===== src/rtl/control_unit.sv =====
// control_unit: hardwired Moore sequencer for the datapath. Runs fetch
// (T0-T2), decodes ir[31:27], then issues one control step per clock until
// the instruction completes and fetch restarts. Halt parks in HALT until reset.
module control_unit (
    input  logic        clk,
    input  logic        reset,
    input  logic [31:0] ir,
    output logic        pc_out,
    output logic        pc_in,
    output logic        inc_pc,
    output logic        mar_in,
    output logic        mdr_in,
    output logic        mdr_out,
    output logic        read,
    output logic        write,
    output logic        ir_in,
    output logic        y_in,
    output logic        z_in,
    output logic        z_low_out,
    output logic        z_high_out,
    output logic        c_out,
    output logic        hi_in,
    output logic        lo_in,
    output logic        gra,
    output logic        grb,
    output logic        grc,
    output logic        r_in,
    output logic        r_out,
    output logic        ba_out,
    output logic        inport_out,
    output logic        outport_in,
    output logic [3:0]  alu_op,
    output logic        run
);

    localparam logic [3:0] S_RST  = 4'd0;
    localparam logic [3:0] S_T0   = 4'd1;
    localparam logic [3:0] S_T1   = 4'd2;
    localparam logic [3:0] S_T2   = 4'd3;
    localparam logic [3:0] S_T3   = 4'd4;
    localparam logic [3:0] S_T4   = 4'd5;
    localparam logic [3:0] S_T5   = 4'd6;
    localparam logic [3:0] S_T6   = 4'd7;
    localparam logic [3:0] S_T7   = 4'd8;
    localparam logic [3:0] S_HALT = 4'd9;

    // Instruction classes sharing one control-step sequence
    localparam logic [3:0] C_NOP  = 4'd0;
    localparam logic [3:0] C_LD   = 4'd1;
    localparam logic [3:0] C_LDI  = 4'd2;
    localparam logic [3:0] C_ST   = 4'd3;
    localparam logic [3:0] C_R    = 4'd4;
    localparam logic [3:0] C_I    = 4'd5;
    localparam logic [3:0] C_MD   = 4'd6;
    localparam logic [3:0] C_NN   = 4'd7;
    localparam logic [3:0] C_IN   = 4'd8;
    localparam logic [3:0] C_OUT  = 4'd9;
    localparam logic [3:0] C_HALT = 4'd10;

    localparam logic [3:0] ALU_ADD = 4'h2;

    logic [3:0] state;
    logic [3:0] state_nxt;
    logic [3:0] cls;
    logic [3:0] op_alu;
    logic [4:0] opcode;

    assign opcode = ir[31:27];

    // Classify the opcode and pick the ALU operation it uses in execute
    always_comb begin
        cls    = C_NOP;
        op_alu = 4'h0;
        case (opcode)
            5'd0:  cls = C_LD;
            5'd1:  cls = C_LDI;
            5'd2:  cls = C_ST;
            5'd3:  begin cls = C_R;  op_alu = 4'h2; end
            5'd4:  begin cls = C_R;  op_alu = 4'h3; end
            5'd5:  begin cls = C_R;  op_alu = 4'h0; end
            5'd6:  begin cls = C_R;  op_alu = 4'h1; end
            5'd7:  begin cls = C_R;  op_alu = 4'h4; end
            5'd8:  begin cls = C_R;  op_alu = 4'h5; end
            5'd9:  begin cls = C_R;  op_alu = 4'h6; end
            5'd10: begin cls = C_R;  op_alu = 4'h7; end
            5'd11: begin cls = C_I;  op_alu = 4'h2; end
            5'd12: begin cls = C_I;  op_alu = 4'h0; end
            5'd13: begin cls = C_I;  op_alu = 4'h1; end
            5'd14: begin cls = C_MD; op_alu = 4'h8; end
            5'd15: begin cls = C_MD; op_alu = 4'h9; end
            5'd16: begin cls = C_NN; op_alu = 4'hA; end
            5'd17: begin cls = C_NN; op_alu = 4'hB; end
            5'd22: cls = C_IN;
            5'd23: cls = C_OUT;
            5'd25: cls = C_HALT;
            default: cls = C_NOP;
        endcase
    end

    // Next-state: each instruction class leaves to T0 after its last step
    always_comb begin
        state_nxt = S_T0;
        case (state)
            S_RST:  state_nxt = S_T0;
            S_T0:   state_nxt = S_T1;
            S_T1:   state_nxt = S_T2;
            S_T2:   state_nxt = (cls == C_NOP)  ? S_T0 :
                                (cls == C_HALT) ? S_HALT : S_T3;
            S_T3:   state_nxt = (cls == C_IN || cls == C_OUT) ? S_T0 : S_T4;
            S_T4:   state_nxt = (cls == C_NN) ? S_T0 : S_T5;
            S_T5:   state_nxt = (cls == C_LD || cls == C_ST || cls == C_MD) ? S_T6 : S_T0;
            S_T6:   state_nxt = (cls == C_MD) ? S_T0 : S_T7;
            S_T7:   state_nxt = S_T0;
            S_HALT: state_nxt = S_HALT;
            default: state_nxt = S_RST;
        endcase
    end

    // State register; reset abandons any instruction in flight
    always_ff @(posedge clk) begin
        if (reset) state <= S_RST;
        else       state <= state_nxt;
    end

    // Moore output decode of state plus opcode class
    always_comb begin
        pc_out = 1'b0; pc_in = 1'b0; inc_pc = 1'b0; mar_in = 1'b0;
        mdr_in = 1'b0; mdr_out = 1'b0; read = 1'b0; write = 1'b0;
        ir_in = 1'b0; y_in = 1'b0; z_in = 1'b0; z_low_out = 1'b0;
        z_high_out = 1'b0; c_out = 1'b0; hi_in = 1'b0; lo_in = 1'b0;
        gra = 1'b0; grb = 1'b0; grc = 1'b0; r_in = 1'b0; r_out = 1'b0;
        ba_out = 1'b0; inport_out = 1'b0; outport_in = 1'b0;
        alu_op = 4'h0;
        run = (state >= S_T0) && (state <= S_T7);
        case (state)
            S_T0: begin pc_out = 1'b1; mar_in = 1'b1; inc_pc = 1'b1; z_in = 1'b1; alu_op = ALU_ADD; end
            S_T1: begin z_low_out = 1'b1; pc_in = 1'b1; read = 1'b1; mdr_in = 1'b1; end
            S_T2: begin mdr_out = 1'b1; ir_in = 1'b1; end
            S_T3: case (cls)
                C_LD, C_LDI, C_ST: begin grb = 1'b1; ba_out = 1'b1; y_in = 1'b1; end
                C_R, C_I:          begin grb = 1'b1; r_out = 1'b1; y_in = 1'b1; end
                C_MD:              begin gra = 1'b1; r_out = 1'b1; y_in = 1'b1; end
                C_NN:              begin grb = 1'b1; r_out = 1'b1; z_in = 1'b1; alu_op = op_alu; end
                C_IN:              begin inport_out = 1'b1; gra = 1'b1; r_in = 1'b1; end
                C_OUT:             begin gra = 1'b1; r_out = 1'b1; outport_in = 1'b1; end
                default: ;
            endcase
            S_T4: case (cls)
                C_LD, C_LDI, C_ST: begin c_out = 1'b1; z_in = 1'b1; alu_op = ALU_ADD; end
                C_R:               begin grc = 1'b1; r_out = 1'b1; z_in = 1'b1; alu_op = op_alu; end
                C_I:               begin c_out = 1'b1; z_in = 1'b1; alu_op = op_alu; end
                C_MD:              begin grb = 1'b1; r_out = 1'b1; z_in = 1'b1; alu_op = op_alu; end
                C_NN:              begin z_low_out = 1'b1; gra = 1'b1; r_in = 1'b1; end
                default: ;
            endcase
            S_T5: case (cls)
                C_LD, C_ST:        begin z_low_out = 1'b1; mar_in = 1'b1; end
                C_LDI, C_R, C_I:   begin z_low_out = 1'b1; gra = 1'b1; r_in = 1'b1; end
                C_MD:              begin z_low_out = 1'b1; lo_in = 1'b1; end
                default: ;
            endcase
            S_T6: case (cls)
                C_LD:              begin read = 1'b1; mdr_in = 1'b1; end
                C_ST:              begin gra = 1'b1; r_out = 1'b1; mdr_in = 1'b1; end
                C_MD:              begin z_high_out = 1'b1; hi_in = 1'b1; end
                default: ;
            endcase
            S_T7: case (cls)
                C_LD:              begin mdr_out = 1'b1; gra = 1'b1; r_in = 1'b1; end
                C_ST:              write = 1'b1;
                default: ;
            endcase
            default: ;
        endcase
    end

endmodule

===== config.mk =====
export PLATFORM = sky130hd
export DESIGN_NAME = control_unit
export DESIGN_NICKNAME = d
export VERILOG_FILES = /design/src/rtl/control_unit.sv
export SDC_FILE = /design/constraint.sdc
export NUM_CORES = 1
export LEC_CHECK = 0
export BUFFER_PORTS_ARGS = -buffer_cell sky130_fd_sc_hd__buf_2
export CAP_MARGIN = 15
export CORE_MARGIN = 2
export CORE_UTILIZATION = 35
export DETAILED_ROUTE_END_ITERATION = 7
export PLACE_DENSITY = 0.76
export SYNTH_ARGS = -nofsm -noshare
export SYNTH_HDL_FRONTEND = slang
export SYNTH_SLANG_ARGS = --single-unit

===== constraint.sdc =====
create_clock -name clk -period 2.6 [get_ports clk]
set_input_delay 0.13 -clock clk [delete_from_list [all_inputs] [get_ports clk]]
set_output_delay 0.13 -clock clk [all_outputs]
set_load 0.005 [all_outputs]

After elaboration in Yosys (flattened, before gate mapping)
Cells that the tools add are included. W data, S select, Z words.

Register bits after elaboration: 4. Bits of input ports: 34. Output and inout port bits: 29. Word-level logic and storage cells: 116.

Order comparisons: 2. Eq/ne operators: 39. Mux-type cells: 50. Reductions and logical operators: 24.

Operators with widths (number): $pmux W4 S11 (1); $eq A5 B4 Y1 const B (8); $pmux W4 S10 (1); $pmux W4 S9 (1); $eq A4 B3 Y1 const B (8); $mux W1 (28); $eq A5 B5 Y1 const B (5); $eq A4 B4 Y1 const B (5); $eq A5 B3 Y1 const B (4); $eq A4 B2 Y1 const B (4); $mux W4 (4); $reduce_or A3 Y1 (5); $reduce_or A2 Y1 (7); $pmux W4 S3 (1); $reduce_or A6 Y1 (2); $eq A5 B2 Y1 const B (2); $pmux W1 S2 (5); $mux W3 (3); $pmux W1 S3 (3); $eq A4 B1 Y1 const B (2); $logic_not A4 Y1 (2); $pmux W4 S2 (1); $reduce_or A8 Y1 (1); $eq A5 B1 Y1 const B (1); 9 further kinds (11).

Longest topological paths before layout
Depth in word-level cells: 8. Mapped depth: 6. Gate-level depth less buffers: 4.

Worst setup path before layout
Ideal clock, no wire load.

Kind: register to output. From: register state[0]. To: output port r_in. Arrival: 1.461 ns. Required time: 2.470 ns. Slack: 1.009 ns. Stages on the path, launching flop included: 6. Buffers on the path: 1. Path through: dfxtp_1 -> buf_6 -> nor4b_4 -> nand2_1 -> nor4_1 -> nand2b_1.

Cells in the longest elaborated chain, start to end: 2. Elaborated cells on any way between the ends: 5. Those cells by class: eq/ne (4); mux (1).

RTL lines: from (decl) (RTL line 62) `logic [3:0] state;`; from (signal assigned) (RTL line 122) `else state <= state_nxt;`; $eq A4 B4 Y1 / $eq A4 B3 Y1 (equally long branches) (RTL line 135) `case (state)`; $pmux W1 S4 (*) (RTL line 135); to (decl) (RTL line 27) `output logic r_in,`.

Mark *: on every way between the ends. The rest lies on a longest branch, timed or not.

Worst setup path in the final report
From: register state[2]. To: output port alu_op[0].

Cells in the longest elaborated chain, start to end: 2. Elaborated cells on any way between the ends: 4. Those cells by class: eq/ne (3); mux (1).

RTL lines: $eq A4 B3 Y1 / $eq A4 B1 Y1 (equally long branches) (RTL line 135); $pmux W4 S3 (*) (RTL line 135); to (decl) (RTL line 32) `output logic [3:0] alu_op,`.

Marked as above.

==> impl_metrics.csv <==
group,metric,value,unit
logic_synthesis,synth_top_cell_area_share,8.64,%
worst_setup_path,critPathLaunch,"state[2]",
layout,layout_commonest_cell,"buf_2",
layout,area_growth,17.1,%
logic_synthesis,synth_top_cell_by_area,"dfxtp_1",
power,design_power_total,0.273,mW
power,p_leak,0.470,nW
placement,placed_cells,199,
layout,postLayoutCellArea,1090,sq um
cts,clock_path_buffers,2,
timing,tns,0,ns
worst_setup_path,r2r_setup_slack,0.71,ns
logic_synthesis,synthArstFlopShare,0,%
logic_synthesis,netlist_area,927,sq um
worst_setup_path,crit_cells,5,
logic_synthesis,ys_seq_area_share,8.64,%
layout,largest_reg_flops,4,
worst_setup_path,critical_path_buf_inv_count,1,
cts,cts_tree,"done",
worst_hold_path,hp-class,"in -> reg",
global_route,grt_pass1_wl,4.45,mm
routing,dr_total_vias,1177,
layout,antennaDiodeCount,0,
routing,drtIter0Drc,59,
worst_setup_path,cp_data_arrival_time,2.07,ns
floorplanning,rows,18,
logic_synthesis,synth.ff_latch_count,4,
timing,worst_slew_pin_slew,0.584,ns
timing,finClkSkew,0.00385,ns
routing,ant_nets,0,
cts,cts_resized,0,
floorplanning,initial_core_util,37.1,%
global_route,antenna_found_initial,0,
timing,hold_viol_final,0,
timing,fin_crit,2.20,ns
placement,globalplace.congestion,0.865,
layout,layout-drive-gt1-share,25.0,%
worst_setup_path,crit_chain,"nor3b_1, nand2_1, or2_2, a21boi_0, buf_2",
timing,max-slew-margin-rel,61.0,%
worst_setup_path,rr_endpoint,"state[2]",
logic_synthesis,synth_top_flop_cell,"dfxtp_1",
floorplanning,die_h,55.5,microns
cts,cts_buffers,3,
layout,reg_top3,"state x4",
worst_setup_path,startpoint_type,"flip-flop",
worst_setup_path,crit_type,"reg -> out",
logic_synthesis,syn_inst,150,
cts,post_cts_buffers,0,
routing,finalWirelength,2.68,mm
layout,nNetsFinal,208,
timing,final-setup-viol-count,0,
floorplanning,ioPinCount,63,
logic_synthesis,post_synth_num_cell_types,45,
worst_setup_path,cp-endpoint,"alu_op[0]",
floorplanning,chipWidth,55.5,microns
logic_synthesis,synth_edf_count,0,
placement,io_buffers,35,
cts,insertion_delay,0.23,ns
worst_setup_path,rr_worst_depth,4,
worst_setup_path,end_kind,"output port",
timing,fmax,0.454,GHz
cts,path_clk_slew,0.04,ns
placement,dpl_cell_area,1060,sq um
global_route,grt_usage,16.9,%
layout,final_cell_mix,"buf_2 (35), nand2_1 (16), nor2_1 (16), a21oi_1 (12)",
cts,cts_sinks,4,
logic_synthesis,syn-num-nets,184,
status,status,"complete, no violations",
worst_setup_path,crit_slowest_cell,"dfxtp_1",
cts,cts-root-buf,"clkbuf_4",
routing,routedWlPerCell,13.3,microns
timing,final.period_utilization,84.6,%
logic_synthesis,avgSynthCellArea,6.18,sq um
logic_synthesis,synth.area.top_cells,"dfxtp_1 (8.6%), a21oi_1 (6.5%), nand2_1 (6.5%)",
floorplanning,dieArea,3080,sq um
power,peakVddDrop,0.153,mV
layout,fin_cells,202,
routing,drc,0,
worst_setup_path,rr_startpoint,"state[2]",
timing,rsz0062_at_grt,"false",
worst_hold_path,hold_start,"reset",
routing,first_pass_iters,4,
worst_setup_path,path_max_fanout,14,
floorplanning,coreArea,2500,sq um
worst_setup_path,critPathRequiredTime,2.47,ns
worst_setup_path,critPathTopFamily,"simple AND/OR/NAND/NOR gates",
run,cap_violations,0,
worst_setup_path,max_stage_delay,0.59,ns
global_route,grt_max_degree,24,
layout,utilization,43.4,%
layout,regMostFlops,"state",
routing,viasPerCell,5.83,
logic_synthesis,yosysWarnings,0,
global_route,overflow,0,
cts,cts_hold_buf,0,
power,p_per_area,252,nW/um^2
cts,cts.htree.levels,1,
timing,slew_violations,0,
placement,hpwl,1.86,mm
global_route,grt_pass1_vias,997,
[area by class of cell]
| cell class | instances | area [sq um] |
|---|---|---|
| Fill cell | 285 | 1410 |
| Multi-Input combinational cell | 122 | 737 |
| Sequential cell | 4 | 80.1 |
| Timing Repair Buffer | 36 | 183 |
| Clock buffer | 3 | 22.5 |
| Inverter | 7 | 26.3 |
| Tap cell | 30 | 37.5 |
[Yosys cell counts (3+ instances only)]
cell type  number
o22ai_1         3
a31oi_1         3
clkbuf_1        7
nand2b_1        6
o211ai_1        3
or3_1           4
o21ai_0         8
nand4b_1        3
dfxtp_1         4
nand2_1        16
buf_1           3
nor2_1         16
a21oi_1        12
nor2b_1         3
nor4_1          3
nor3_1          8
buf_2           4
inv_1           7
[metrics by stage]
stage | setup WS, ns | hold slack, ns
2_1_floorplan | 1.01 | 0.199
6_report | 0.400 | 0.0781
3_5_place_dp | 0.670 | 0.323
3_3_place_gp | 0.660 | 0.319
5_1_grt | 0.161 | 0.0727
4_1_cts | 0.397 | 0.0685
[kinds of logic after synthesis]
group                     after synthesis  share of synthesized area [%]
xor gates and xnor gates                4                           3.78
DFF                                     4                           8.64
muxes                                   1                           1.08
and+or+nand+nor                        72                           43.1
buffers and inverters                  24                           11.9
AOI/OAI and AO/OA                      45                           31.6
[where the power goes]
group	internal (mW)	switching (mW)
Sequential	0.0650	0.0119
Clock	0.0516	0.0248
Combinational	0.0484	0.0716
Total	0.165	0.108
[worst min-delay path by stage]
stage | slack (ns) | to | cells after the start
after floorplan | 0.20 | state[1] | 1
after global routing | 0.07 | state[1] | 2
final | 0.08 | state[1] | 2
after detailed placement | 0.32 | state[1] | 2
after global placement | 0.32 | state[1] | 2
after CTS | 0.07 | state[1] | 2
[metal layers]
layer | wire [microns] | GRT usage [%] | vias up
met3 | 197 | 2.34 | 0
met1 | 1240 | 24.1 | 537
met5 | 0 | 0 | -
met2 | 1240 | 25.9 | 50
met4 | 0 | 5.92 | 0
li1 | - | - | 590
[worst reg2reg max path, delay by kind of cell, from the launching register on]
| family | cells | cell delay (ns) |
|---|---|---|
| AOI/OAI and AO/OA | 3 | 0.68 |
| and+or+nand+nor | 1 | 0.55 |
| DFF | 1 | 0.59 |
Note: power is estimated with default switching activity, not from simulation.
